[config.mk]
export PLATFORM = sky130hd
export DESIGN_NAME = serdes_word_classify
export DESIGN_NICKNAME = d
export VERILOG_FILES = /design/src/rtl/serdes_rx_pattern_checker_pkg.sv /design/src/rtl/serdes_word_classify.sv
export SDC_FILE = /design/constraint.sdc
export NUM_CORES = 1
export LEC_CHECK = 0
export ABC_CLOCK_PERIOD_IN_PS = 2300
export CORE_MARGIN = 4
export CORE_UTILIZATION = 22
export DETAILED_ROUTE_END_ITERATION = 7
export PLACE_DENSITY = 0.84
export SLEW_MARGIN = 0
export SYNTH_ARGS = -nofsm -noshare
export SYNTH_HDL_FRONTEND = slang
export SYNTH_SLANG_ARGS = --single-unit
[constraint.sdc]
create_clock -name vclk -period 2.3
set_clock_uncertainty 0.05 [all_clocks]
set_input_delay 0.46 -clock vclk [all_inputs]
set_output_delay 0.46 -clock vclk [all_outputs]
set_load 0.005 [all_outputs]
[src/rtl/serdes_rx_pattern_checker_pkg.sv]
// Shared constants and FSM state encoding for the SERDES loopback RX pattern checker.
package serdes_rx_pattern_checker_pkg;

  localparam logic [7:0] K28_5 = 8'hBC;
  localparam logic [7:0] D10_2 = 8'h4A;
  localparam int         LANES = 8;

  typedef enum logic [1:0] {
    ST_HUNT   = 2'd0,
    ST_VERIFY = 2'd1,
    ST_LOCKED = 2'd2
  } state_t;

endpackage

[src/rtl/serdes_word_classify.sv]
// Combinational classification of one 8-lane word: comma-fill match, code errors, comma lane.
// Zero latency; no flow control.
module serdes_word_classify
  import serdes_rx_pattern_checker_pkg::*;
#(
  parameter logic [7:0] COMMA_CHAR = K28_5,
  parameter logic [7:0] FILL_CHAR  = D10_2,
  parameter int         EXP_POS    = 8
) (
  input  logic [63:0] data,
  input  logic [7:0]  k,
  input  logic [7:0]  nit,
  input  logic [7:0]  disp,
  output logic        good,
  output logic        code_bad,
  output logic [2:0]  pos
);

  logic one_k;
  logic bytes_ok;

  always_comb begin
    code_bad = |(nit | disp);
    one_k    = (k != 8'd0) && ((k & (k - 8'd1)) == 8'd0);
    pos      = 3'd0;
    bytes_ok = 1'b1;
    for (int i = 0; i < LANES; i++) begin
      if (k[i]) pos = 3'(i);
    end
    // With exactly one K flag set, the K lane must carry the comma and every other lane the fill.
    for (int i = 0; i < LANES; i++) begin
      if (k[i]) begin
        if (data[8*i +: 8] != COMMA_CHAR) bytes_ok = 1'b0;
      end else begin
        if (data[8*i +: 8] != FILL_CHAR) bytes_ok = 1'b0;
      end
    end
    good = !code_bad && one_k && bytes_ok && ((EXP_POS == 8) || (int'(pos) == EXP_POS));
  end

endmodule

==> results.json <==
{
  "status": "complete, but fails checks",
  "violations": "setup timing",
  "diodes": 0,
  "setup_ws_ns": -0.170,
  "power.density_nw_per_um2": 134,
  "wl_um": 3120,
  "synth_cell_types": 24,
  "worst_slew_pin_slew_ns": 0.353,
  "worstHoldStart": "data[7]",
  "design.seq.count": 0,
  "grt_usage_pct": 17.2,
  "synth-warning-count": 0,
  "critPathMaxFanout": 2,
  "start_util_pct": 23.6,
  "startpoint_type": "input port",
  "setup_violations": 1,
  "antenna_left": 0,
  "numPortBuffers": 93,
  "die_y_um": 57.2,
  "viasPerCell": 5.22,
  "crit_chain": "clkdlybuf4s50_1, and4b_1, nand4b_1, a222oi_1, and4_1, buf_2",
  "dpl_cell_area_um2": 1590,
  "yosysSeqAreaShare_pct": 0,
  "routed-via-count": 1080,
  "max_slew_margin_pct": 76.5,
  "leakagePower_nw": 0.673,
  "hold_path_class": "in2out",
  "core_area_um2": 2250,
  "criticalPathCategory": "in2out",
  "avgRoutedWirePerCell_um": 15.1,
  "gp_congestion": 0.806,
  "synth_area_per_cell_um2": 7.30,
  "dieArea_um2": 3270,
  "cp.required_ns": 1.79,
  "grt_max_degree": 6,
  "num-nets-final": 269,
  "tns_ns": -0.170,
  "fin_crit_ns": 2.47,
  "final_cell_mix": "68 x clkdlybuf4s50_1, 13 x buf_4, 9 x nand2_1",
  "peakVddDrop_v": 0.0000946,
  "min_delay_path_depth": 6,
  "period_share_pct": 107,
  "hpwlAfterDp_um": 2720,
  "final_common_cell": "clkdlybuf4s50_1",
  "drc": 0,
  "grt_pass1_vias": 1116,
  "drt_iter0_drc": 30,
  "cpPeakStageDelay_ns": 0.42,
  "endpoint_kind": "primary output",
  "clock.fmax_mhz": 405,
  "drive_above_1_share_pct": 20.7,
  "syn_inst": 73,
  "area_delta_synth_final_pct": 214,
  "syn_area_um2": 533,
  "min_to": "good",
  "seq_area_um2": 0,
  "rows": 17,
  "rsz0062_at_grt": "true",
  "hold_viol": 0,
  "placed_cells": 206,
  "cp_top_family": "simple AND/OR/NAND/NOR gates",
  "clkbuf_count": 0,
  "synth.net_count": 161,
  "dr.pass1.iters": 4,
  "grt_antenna_before_repair": 0,
  "final_area_um2": 1670,
  "final_util_pct": 74.1,
  "slowest_stage": "clkdlybuf4s50_1",
  "place_ws_ns": -0.907,
  "cap_viol_max_count": 0,
  "crit_arrival_ns": 1.96,
  "ioPinCount": 93,
  "grt_overflow": 0,
  "grt_pass1_wl_um": 4740,
  "fin_cells": 207,
  "die_x_um": 57.2,
  "drv_slew": 0,
  "cp_num_buf_inv": 2
}
==> power by group <==
part / switching [W] / internal (W) / leakage (nW)
Sequential: 0 / 0 / 0
Clock: 0 / 0 / 0
Combinational: 0.0000620 / 0.000162 / 0.673
==> metrics by stage <==
| step | hold slack, ns | total power (W) |
|---|---|---|
| finish | 1.51 | 0.000224 |
| global route | 1.54 | 0.000238 |
| CTS | 1.54 | 0.000218 |
| detailed placement | 1.97 | 0.000219 |
| global placement | 1.98 | 0.000214 |
| floorplan | 0.935 | 0.0000303 |
==> cell families (layout without fill, tap and decap cells) <==
kind of cell    Yosys count  count (layout)  synth area share, %
buf+inv                   1             107                0.704
xor+xnor                  1               1                 1.64
compound gates           10              10                 15.0
simple gates             61              61                 82.6
==> worst max path at each step <==
| stage | startpoint | end | slack [ns] | depth (start not counted) |
|---|---|---|---|---|
| finish | data[6] | good | -0.17 | 6 |
| global route | data[20] | good | -0.24 | 7 |
| CTS | data[31] | good | -0.23 | 7 |
| detailed placement | data[21] | good | -0.91 | 7 |
| global placement | data[29] | good | -0.85 | 7 |
| floorplan | data[21] | good | 0.11 | 5 |
==> routing by layer <==
layer	up-vias	GRT usage (%)	routed length, µm
li1	536	-	-
met1	494	18.7	1180
met2	48	36.2	1680
met3	2	2.71	250
met4	0	0	12
met5	-	0	0
==> tightest hold or removal path: cells and delay by family <==
kind	cells	cell delay (ns)
buffers and inverters	2	0.24
AOI/OAI and AO/OA	1	0.09
and+or+nand+nor	3	0.31
==> synth_stat cells, drive strengths merged, types with 2 or more instances <==
library cell	count	area [µm²]
a222oi	2	20.0
or4b	2	20.0
nor2	7	26.3
nand4	2	12.5
nand4b	7	61.3
o22ai	3	18.8
nor3b	5	37.5
and4b	6	60.1
nor3	2	10.0
nand3	2	10.0
nand2	9	33.8
nor4	5	31.3
nor4b	9	91.3
nor4bb	3	30.0
==> cell type report <==
class                           instances  area, µm²
Fill cell                             184        583
Inverter                                1       3.75
Multi-Input combinational cell         72        621
Tap cell                               28       35.0
Timing Repair Buffer                  106       1010
==> what timing repair did <==
action | in CTS | in global routing
cloned | 0 | 0
hold buffers | 0 | 0
pin swaps | 13 | 10
buffers inserted | 0 | 1
endpoints found under the setup margin | 5 | 2
gates resized for setup | 55 | 14
(Power assumes the default switching activity.)
